**config.mk**
```make
export PLATFORM = sky130hd
export DESIGN_NAME = ppe_ifmap_client
export DESIGN_NICKNAME = d
export VERILOG_FILES = /design/src/rtl/ppe_ifmap_client.sv
export SDC_FILE = /design/constraint.sdc
export NUM_CORES = 1
export LEC_CHECK = 0
export CELL_PAD_IN_SITES_DETAIL_PLACEMENT = 1
export CELL_PAD_IN_SITES_GLOBAL_PLACEMENT = 1
export CORE_ASPECT_RATIO = 1.75
export CORE_MARGIN = 3
export CORE_UTILIZATION = 36
export DETAILED_ROUTE_END_ITERATION = 12
export GPL_TIMING_DRIVEN = 0
export PLACE_DENSITY = 0.83
export SKIP_LAST_GASP = 1
export SYNTH_ARGS = -nofsm -noshare
export SYNTH_HDL_FRONTEND = slang
export SYNTH_SLANG_ARGS = --single-unit
```
**constraint.sdc**
```tcl
create_clock -name clk -period 3.3 [get_ports clk]
set_clock_uncertainty 0.1 [all_clocks]
set_input_delay 0.99 -clock clk [delete_from_list [all_inputs] [get_ports clk]]
set_output_delay 0.99 -clock clk [all_outputs]
set_load 0.02 [all_outputs]
```
**src/rtl/ppe_ifmap_client.sv**
```systemverilog
// PE-side IFMAP client: buffers input-row packets from the router in a 2-entry FIFO
// and issues one row-request packet at a time to the IFMAP memory.
module ppe_ifmap_client #(
    parameter int PE_ID       = 5,
    parameter int IMEM_ID     = 10,
    parameter int IFMAP_SIZE  = 25,
    parameter int ROWS_PER_TS = 5,
    parameter int ROW_STRIDE  = 5
) (
    input  logic                  clk,
    input  logic                  reset,
    input  logic                  ts_start,
    input  logic                  pkt_in_valid,
    output logic                  pkt_in_ready,
    input  logic [IFMAP_SIZE+7:0] pkt_in_data,
    output logic                  pkt_out_valid,
    input  logic                  pkt_out_ready,
    output logic [IFMAP_SIZE+7:0] pkt_out_data,
    output logic                  row_valid,
    input  logic                  row_ready,
    output logic [IFMAP_SIZE-1:0] row_data,
    output logic [4:0]            row_index,
    output logic                  ts_done,
    output logic                  err,
    output logic [1:0]            dbg_state
);

    // Debug encoding: 0 = IDLE, 1 = RUN, 2 = DONE.
    typedef enum logic [1:0] {IDLE = 2'd0, RUN = 2'd1, DONE = 2'd2} state_t;

    localparam logic [3:0] PE_ADDR   = 4'(PE_ID);
    localparam logic [3:0] IMEM_ADDR = 4'(IMEM_ID);
    localparam logic [4:0] BASE_IDX  = 5'(PE_ID - 5);
    localparam logic [2:0] ROWS      = 3'(ROWS_PER_TS);

    // Handshakes: every transfer (router in, request out, row to core) happens
    // at a rising edge where valid and ready are both high; valid never waits on ready.

    state_t                state;
    logic [2:0]            recv_cnt;
    logic [2:0]            req_cnt;
    logic [2:0]            pop_cnt;
    logic                  outstanding;
    logic [1:0]            fifo_cnt;
    logic                  rd_ptr;
    logic [IFMAP_SIZE-1:0] mem_data [2];
    logic [4:0]            mem_idx  [2];

    logic       in_fire;
    logic       row_ok;
    logic       push;
    logic       pop;
    logic       req_go;
    logic       start_ok;
    logic       wr_ptr;
    logic [4:0] push_idx;
    logic [4:0] req_idx;

    assign pkt_in_ready = (fifo_cnt < 2'd2);
    assign row_valid    = (fifo_cnt != 2'd0);
    assign row_data     = mem_data[rd_ptr];
    assign row_index    = mem_idx[rd_ptr];
    assign dbg_state    = state;

    assign in_fire  = pkt_in_valid && pkt_in_ready;
    // The first row of a timestep arrives unsolicited; later rows need a request in flight.
    assign row_ok   = (pkt_in_data[IFMAP_SIZE+7:IFMAP_SIZE+4] == PE_ADDR) &&
                      (pkt_in_data[IFMAP_SIZE+3:IFMAP_SIZE] == 4'd1) &&
                      (state == RUN) && ((recv_cnt == 3'd0) || outstanding);
    assign push     = in_fire && row_ok;
    assign pop      = row_valid && row_ready;
    assign start_ok = ts_start && (state != RUN);
    assign wr_ptr   = rd_ptr ^ fifo_cnt[0];
    assign push_idx = BASE_IDX + 5'(ROW_STRIDE * int'(recv_cnt));
    assign req_idx  = BASE_IDX + 5'(ROW_STRIDE * int'(req_cnt));
    assign req_go   = (state == RUN) && (recv_cnt != 3'd0) && !outstanding &&
                      !pkt_out_valid && (req_cnt < ROWS) && !fifo_cnt[1];

    always_ff @(posedge clk or posedge reset) begin
        if (reset) begin
            state         <= IDLE;
            recv_cnt      <= 3'd0;
            req_cnt       <= 3'd0;
            pop_cnt       <= 3'd0;
            outstanding   <= 1'b0;
            fifo_cnt      <= 2'd0;
            rd_ptr        <= 1'b0;
            mem_data[0]   <= '0;
            mem_data[1]   <= '0;
            mem_idx[0]    <= 5'd0;
            mem_idx[1]    <= 5'd0;
            pkt_out_valid <= 1'b0;
            pkt_out_data  <= '0;
            ts_done       <= 1'b0;
            err           <= 1'b0;
        end else begin
            err     <= in_fire && !row_ok;
            ts_done <= 1'b0;
            if (start_ok) begin
                state         <= RUN;
                recv_cnt      <= 3'd0;
                req_cnt       <= 3'd1;
                pop_cnt       <= 3'd0;
                outstanding   <= 1'b0;
                fifo_cnt      <= 2'd0;
                rd_ptr        <= 1'b0;
                pkt_out_valid <= 1'b0;
            end else begin
                if (push) begin
                    mem_data[wr_ptr] <= pkt_in_data[IFMAP_SIZE-1:0];
                    mem_idx[wr_ptr]  <= push_idx;
                    outstanding      <= 1'b0;
                    if (recv_cnt < ROWS)
                        recv_cnt <= recv_cnt + 3'd1;
                end
                if (pop)
                    rd_ptr <= ~rd_ptr;
                case ({push, pop})
                    2'b10:   fifo_cnt <= fifo_cnt + 2'd1;
                    2'b01:   fifo_cnt <= fifo_cnt - 2'd1;
                    default: fifo_cnt <= fifo_cnt;
                endcase
                if (pop && (state == RUN) && (pop_cnt < ROWS)) begin
                    pop_cnt <= pop_cnt + 3'd1;
                    if (pop_cnt == ROWS - 3'd1) begin
                        state   <= DONE;
                        ts_done <= 1'b1;
                    end
                end
                if (pkt_out_valid && pkt_out_ready) begin
                    pkt_out_valid <= 1'b0;
                    outstanding   <= 1'b1;
                    if (req_cnt < ROWS)
                        req_cnt <= req_cnt + 3'd1;
                end else if (req_go) begin
                    pkt_out_valid <= 1'b1;
                    pkt_out_data  <= {IMEM_ADDR, PE_ADDR, {(IFMAP_SIZE-5){1'b0}}, req_idx};
                end
            end
        end
    end

endmodule

```
==> results of run 1 <==
sequential cells by signal, indices dropped and copies added (netlist names):
register       cells
mem_data          50
mem_idx           10
pkt_out_data       6
pop_cnt            3
recv_cnt           3
req_cnt            3
dbg_state          2
fifo_cnt           2
err                1
outstanding        1
pkt_out_valid      1
rd_ptr             1
ts_done            1
cells in the mapped netlist (4+ instances only):
master,instances
buf_4,27
clkbuf_1,6
dfrtp_1,84
ha_1,9
inv_1,11
mux2_2,62
mux2_4,30
nand2_1,6
nor2_1,10
o21ai_0,7
xnor2_1,4
xor2_1,4
cell families after synthesis:
family / Yosys count
xor gates and xnor gates: 8
buffers and inverters: 52
adders and majority gates: 9
and+or+nand+nor: 35
AOI/OAI and AO/OA: 20
other: 1
muxes: 98
DFF: 84
per-layer routing:
layer / wire length (um) / up-vias / GRT usage, %
li1: - / 1255 / -
met1: 3520 / 1393 / 16.6
met2: 5770 / 70 / 31.6
met3: 419 / 11 / 3.80
met4: 119 / 0 / 4.69
met5: 0 / - / 0
critical path: cells and delay by family (launching register included):
| family | cells | cell delay [ns] |
|---|---|---|
| DFF | 1 | 0.32 |
| muxes | 1 | 0.35 |
| buffers and inverters | 3 | 1.10 |
metrics by stage:
stage / setup slack, ns / cells / TNS, ns / power [W]
floorplan: 0.0449 / 330 / 0 / 0.00171
global placement: -1.24 / 546 / -103.38 / 0.00199
detailed placement: 0.107 / 547 / 0 / 0.00202
CTS: 0.0700 / 563 / 0 / 0.00308
global route: -0.00326 / 563 / -0.00454 / 0.00319
finish: 0.101 / 563 / 0 / 0.00302
repair_timing:
action                     in CTS  in global routing
resized for setup               6                  1
hold buffers                    0                  0
setup endpoints to repair      29                  3
final timing paths:
kind	startpoint	cells after the start	endpoint	slack (ns)
worst max register to register	recv_cnt[0]$_DFFE_PP0P_	7	mem_data[6]$_DFFE_PP0P_	1.13
min in group asynchronous	reset	2	mem_data[15]$_DFFE_PP0P_	0.84
worst max-delay path	rd_ptr$_DFFE_PP0P_	4	row_data[19]	0.10
worst min-delay path	mem_data[31]$_DFFE_PP0P_	1	mem_data[31]$_DFFE_PP0P_	0.38
worst min register to register	mem_data[31]$_DFFE_PP0P_	1	mem_data[31]$_DFFE_PP0P_	0.38
max in group asynchronous	reset	3	mem_data[31]$_DFFE_PP0P_	1.64
cell type report:
class / count / area [um^2]
Buffer: 41 / 340
Clock buffer: 11 / 243
Clock inverter: 5 / 61.3
Fill cell: 1156 / 5620
Inverter: 11 / 43.8
Multi-Input combinational cell: 194 / 1850
Sequential cell: 84 / 2100
Tap cell: 132 / 165
Timing Repair Buffer: 85 / 868
layout by cell type, fill, tap and decap left out, types with 3 or more instances in the layout:
| cell | count |
|---|---|
| clkdlybuf4s50_1 | 84 |
| xnor2_1 | 4 |
| mux2i_1 | 3 |
| clkinvlp_4 | 3 |
| a21oi_1 | 3 |
| dfrtp_1 | 84 |
| nor2_1 | 10 |
| buf_6 | 3 |
| mux2_4 | 30 |
| clkbuf_16 | 9 |
| mux2_2 | 62 |
| ha_1 | 9 |
| inv_1 | 10 |
| o21ai_0 | 7 |
| conb_1 | 24 |
| nand2_1 | 6 |
| xor2_1 | 4 |
| clkbuf_1 | 4 |
| mux2_1 | 3 |
| buf_4 | 28 |
| buf_12 | 3 |
power by group through the flow:
stage	Clock (W)	Combinational [W]	Sequential, W
after CTS	0.00105	0.000795	0.00123
after global routing	0.00109	0.000856	0.00124
after global placement	0	0.000754	0.00124
after floorplan	0	0.000449	0.00126
final	0.00102	0.000779	0.00123
after detailed placement	0	0.000780	0.00124
==> flow_summary.ini, run 1 <==
[route]
wl_mm = 9.82
drtIter0Drc = 45
via_per_inst = 4.85
num_vias = 2729
dr.pass1.iters = 3
routedWlPerCell_um = 17.4
drc = 0
ant_nets = 0

[final_layout]
n_antenna_cell = 0
area_growth_pct = 34.0
layout.nets = 474
final_core_util_pct = 50.2
drive_above_1_share_pct = 36.9
design_area_um2 = 5670

[critical_path]
crit_arrival_ns = 2.11
critical_path_class = register to output pin
crit_chain = clkbuf_1, clkbuf_4, mux2_2, clkdlybuf4s50_1
slowest_delay_ns = 0.57
cp-end-kind = output pin
cp_max_fo = 10
worst_setup_path_start_kind = register
critPathRequiredTime_ns = 2.21
cp_slowest_cell = clkdlybuf4s50_1

[timing]
setup_viol = 0
fmax_mhz = 313
slew_viol_final = 0
worstMarginPinSlew_ns = 0.500
min_period_ns = 3.20
finalCritPeriodShare_pct = 96.9
fin_hold_ws_ns = 0.382
hold_violations = 0
rsz0062_at_grt = yes
relSlewSlack_pct = 66.6

[floorplan]
die_width_um = 88.0
core_um2 = 11300
std_cell_rows = 51
io_pins = 109
die_y_um = 149
die-area_um2 = 13100
start_util_pct = 37.5

[cts]
cts_htree_levels = 3
cts_buffers = 9
cts.clk_slew.worst_paths_ns = 0.06
worst_skew_pair.late_latency_ns = 0.34
cts_sinks = 84
cts_buffer_depth = 2
cts_tree = built
cts-root-buf = clkbuf_16
cts_setup_buffers = 0

[placement]
placed_area_um2 = 5360
numPortBuffers = 84
gp_congestion = 0.770
dp_hpwl_mm = 7.29

[min_path]
hold_path.class = register to register

[synth]
yosys-top-cells-area = dfrtp_1 50%, mux2_2 16%, mux2_4 11%, buf_4 4.8%, ha_1 2.7%
ys_seq_elements = 84
ys_seq_area_share_pct = 49.6
ys.flop_type = dfrtp_1
yosys_warnings = 0
synth-edff-count = 0
synth_xor_area_share_pct = 1.65
synthArstFlopShare_pct = 100
synth_top_area_cell = dfrtp_1
synth_fa_ha_area_share_pct = 2.66
synth_simple_gate_area_share_pct = 5.23
ys_types = 42
netlist_instances = 307
synth_area_um2 = 4230
synth-compound-area-share_pct = 3.34
synth_top_cell_area_share_pct = 49.6
synth_top_family_by_area = multiplexers
synth_area_per_cell_um2 = 13.8
synthMuxAreaShare_pct = 28.6

[power_and_ir_drop]
sw_frac_of_total_pct = 29.0
p_sw_w = 0.000878
ir_drop_mv = 0.272
p_seq_share_pct = 40.6
p_per_area_nw_per_um2 = 533
p_leak_nw = 2.73
pwr-share-clk_pct = 33.7
cell_internal_pwr_w = 0.00215
comb_power_share_pct = 25.8

[flow_run]
timing.max_cap.violations = 0

[grt]
grt_max_degree = 71
grt_pass1_vias = 3222
gr-total-overflow = 0
grt_usage_pct = 16.3
antenna_found_initial = 0
grt_pass1_wl_mm = 16.3

[status]
status = complete, no violations
Power figures use the tool's default switching activity.
==> run 2, diff against run 1 <==
--- a/config.mk
+++ b/config.mk
@@ -5,14 +5,17 @@
 export SDC_FILE = /design/constraint.sdc
 export NUM_CORES = 1
 export LEC_CHECK = 0
+export ABC_AREA = 1
 export CELL_PAD_IN_SITES_DETAIL_PLACEMENT = 1
 export CELL_PAD_IN_SITES_GLOBAL_PLACEMENT = 1
 export CORE_ASPECT_RATIO = 1.75
 export CORE_MARGIN = 3
-export CORE_UTILIZATION = 36
+export CORE_UTILIZATION = 33
 export DETAILED_ROUTE_END_ITERATION = 12
 export GPL_TIMING_DRIVEN = 0
-export PLACE_DENSITY = 0.83
+export PLACE_DENSITY = 0.81
+export RECOVER_POWER = 100
+export SETUP_SLACK_MARGIN = 0.1
 export SKIP_LAST_GASP = 1
 export SYNTH_ARGS = -nofsm -noshare
 export SYNTH_HDL_FRONTEND = slang
==> flow_summary.ini, run 2 <==
[critical_path]
reg2reg_depth = 10
critical_path_class = register to output pin
cp-endpoint = row_data[18]
crit_arrival_ns = 1.99
crit_start = rd_ptr$_DFFE_PP0P_
crit_chain = buf_2, buf_4, mux2_2, clkdlybuf4s50_1
cp-end-kind = output pin
cp_max_fo = 10
r2r_setup_slack_ns = 0.82
critPathRequiredTime_ns = 2.21
slowest_delay_ns = 0.55
r2r_start = recv_cnt[0]$_DFFE_PP0P_
cp_slowest_cell = clkdlybuf4s50_1
worst_setup_path_start_kind = register
worstReg2RegEnd = mem_data[27]$_DFFE_PP0P_

[cts]
cts_setup_buffers = 0
cts_tree = built
cts_sinks = 84
cts_buffer_depth = 2
cts.clk_slew.worst_paths_ns = 0.06
worst_skew_pair.late_latency_ns = 0.34
ctsHoldBuffers = 0
cts_htree_levels = 3
cts-root-buf = clkbuf_16
cts_buffers = 9

[grt]
grt_max_degree = 45
grt_pass1_vias = 3939
gr-total-overflow = 0
antenna_found_initial = 0
grt_pass1_wl_mm = 19.0
grt_usage_pct = 16.5

[synth]
synthArstFlopShare_pct = 100
synth_area_per_cell_um2 = 9.48
ys_types = 31
synth-edff-count = 0
ys_seq_area_share_pct = 48.9
yosys-top-cells-area = dfrtp_1 49%, nand2_1 8.6%, mux2_2 7.9%, inv_1 5.1%, buf_4 4.7%
synth_top_cell_area_share_pct = 48.9
ys_seq_elements = 84
netlist_instances = 453
yosys_warnings = 0
ys.flop_type = dfrtp_1
synth_commonest_cells = 98 x nand2_1, 84 x dfrtp_1, 58 x inv_1
synth_most_common_cell = nand2_1
synth_area_um2 = 4300
synth_top_area_cell = dfrtp_1

[final_layout]
layout.nets = 620
largest_reg_flops = 50
design_area_um2 = 5620
final_common_cell = nand2_1
reg_top3 = mem_data (50), mem_idx (10), pkt_out_data (6)
layout_common_cells = 100 x nand2_1, 84 x dfrtp_1, 62 x clkdlybuf4s50_1
n_antenna_cell = 0
area_growth_pct = 30.8
largest_register = mem_data
layoutNonFillerInstCount = 745
drive_above_1_share_pct = 16.1

[floorplan]
core_um2 = 12600
die-area_um2 = 14500
std_cell_rows = 54
die_width_um = 92.3
die_y_um = 157
start_util_pct = 34.0
io_pins = 109

[power_and_ir_drop]
ir_drop_mv = 0.401
p_seq_share_pct = 37.1
p_sw_w = 0.00119
sw_frac_of_total_pct = 34.1
cell_internal_pwr_w = 0.00230
comb_power_share_pct = 31.4
pwr-share-clk_pct = 31.5
p_per_area_nw_per_um2 = 622
p_leak_nw = 2.80

[timing]
fmax_mhz = 324
slew_viol_final = 41
finalCritPeriodShare_pct = 93.4
min_period_ns = 3.08
setup_tns_ns = 0
hold_violations = 0
setup_viol = 0
rsz0062_at_grt = no
relSlewSlack_pct = -29.9
worstMarginPinSlew_ns = 1.94

[route]
via_per_inst = 4.64
drc = 0
ant_nets = 0
drtIter0Drc = 101
routedWlPerCell_um = 15.4
num_vias = 3458
wl_mm = 11.5
dr.pass1.iters = 5

[placement]
dpl.cell_count = 729
numPortBuffers = 84
placed_area_um2 = 5460
dp_hpwl_mm = 8.63
gp_congestion = 0.792

[flow_run]
timing.max_cap.violations = 1

[min_path]
hold_path.class = register to register

[status]
status = complete, but fails checks
violations = max-capacitance violations, max-slew violations
[run 2: cell types whose count changed after synthesis, sizes merged, moves of 3 or more]
cell / change
nand2: +95
clkbuf: -6
nand4: +6
mux2i: -3
xor2: -3
inv: +48
nand3: +9
mux2: -65
nor2: +6
buf: +9
o21ai: +65
[run 2: timing repair]
action	CTS	global route
pin swaps	0	0
resized for setup	2	2
endpoints found under the setup margin	7	10
[run 2: how the worst min path moves through the flow]
stage	startpoint	to	slack (ns)	depth (start not counted)
6_report	pkt_out_data[3]$_DFFE_PP0P_	pkt_out_data[3]$_DFFE_PP0P_	0.38	2
5_1_grt	pkt_out_data[3]$_DFFE_PP0P_	pkt_out_data[3]$_DFFE_PP0P_	0.42	2
4_1_cts	mem_data[46]$_DFFE_PP0P_	mem_data[46]$_DFFE_PP0P_	0.39	2
3_5_place_dp	pkt_out_data[3]$_DFFE_PP0P_	pkt_out_data[3]$_DFFE_PP0P_	0.37	2
3_3_place_gp	mem_data[11]$_DFFE_PP0P_	mem_data[11]$_DFFE_PP0P_	0.36	2
2_1_floorplan	mem_data[0]$_DFFE_PP0P_	mem_data[0]$_DFFE_PP0P_	0.35	2
[run 2: worst max-delay path, delay by kind of cell (launching register included)]
kind	cells	cell delay [ns]
buffers and inverters	3	0.97
flip-flops	1	0.31
multiplexers	1	0.37
[run 2: metrics by stage]
stage	utilization, %	hold WS (ns)	setup slack (ns)	power, W
2_1_floorplan	-	0.349	1.16	0.00206
3_3_place_gp	43.0	0.358	0.333	0.00244
3_5_place_dp	43.2	0.368	0.455	0.00250
4_1_cts	45.8	0.388	0.111	0.00363
5_1_grt	44.5	0.416	0.109	0.00372
6_report	44.5	0.380	0.217	0.00349
[run 2: cells by family after synthesis]
family | synth area share (%)
multiplexers | 7.86
AO/OA/AOI/OAI | 11.5
buffers and inverters | 13.6
XOR/XNOR | 0.816
AND/OR/NAND/NOR | 14.6
adder cells (fa/ha/maj) | 2.62
flip-flops | 48.9
other | 0.0873
[run 2: power by group through the flow]
| stage | logic, W | clock network [W] | registers, W |
|---|---|---|---|
| 3_5_place_dp | 0.00119 | 0 | 0.00132 |
| 2_1_floorplan | 0.000730 | 0 | 0.00133 |
| 6_report | 0.00110 | 0.00110 | 0.00129 |
| 5_1_grt | 0.00123 | 0.00116 | 0.00132 |
| 4_1_cts | 0.00121 | 0.00112 | 0.00130 |
| 3_3_place_gp | 0.00114 | 0 | 0.00130 |
[run 2: final cells by class]
type / instances / area, um^2
sequential: 84 / 2100
clock inverter: 7 / 96.3
fill: 1508 / 7010
timing repair buffer: 85 / 861
buffer: 44 / 324
inverter: 59 / 223
tap: 168 / 210
multi-input combinational: 289 / 1580
clock buffer: 9 / 225
[run 2: metal layers]
metal / routed length (um) / up-vias / track usage [%]
li1: - / 1643 / -
met1: 4400 / 1717 / 16.5
met2: 6440 / 87 / 32.5
met3: 429 / 11 / 3.54
met4: 189 / 0 / 6.87
met5: 0 / - / 0
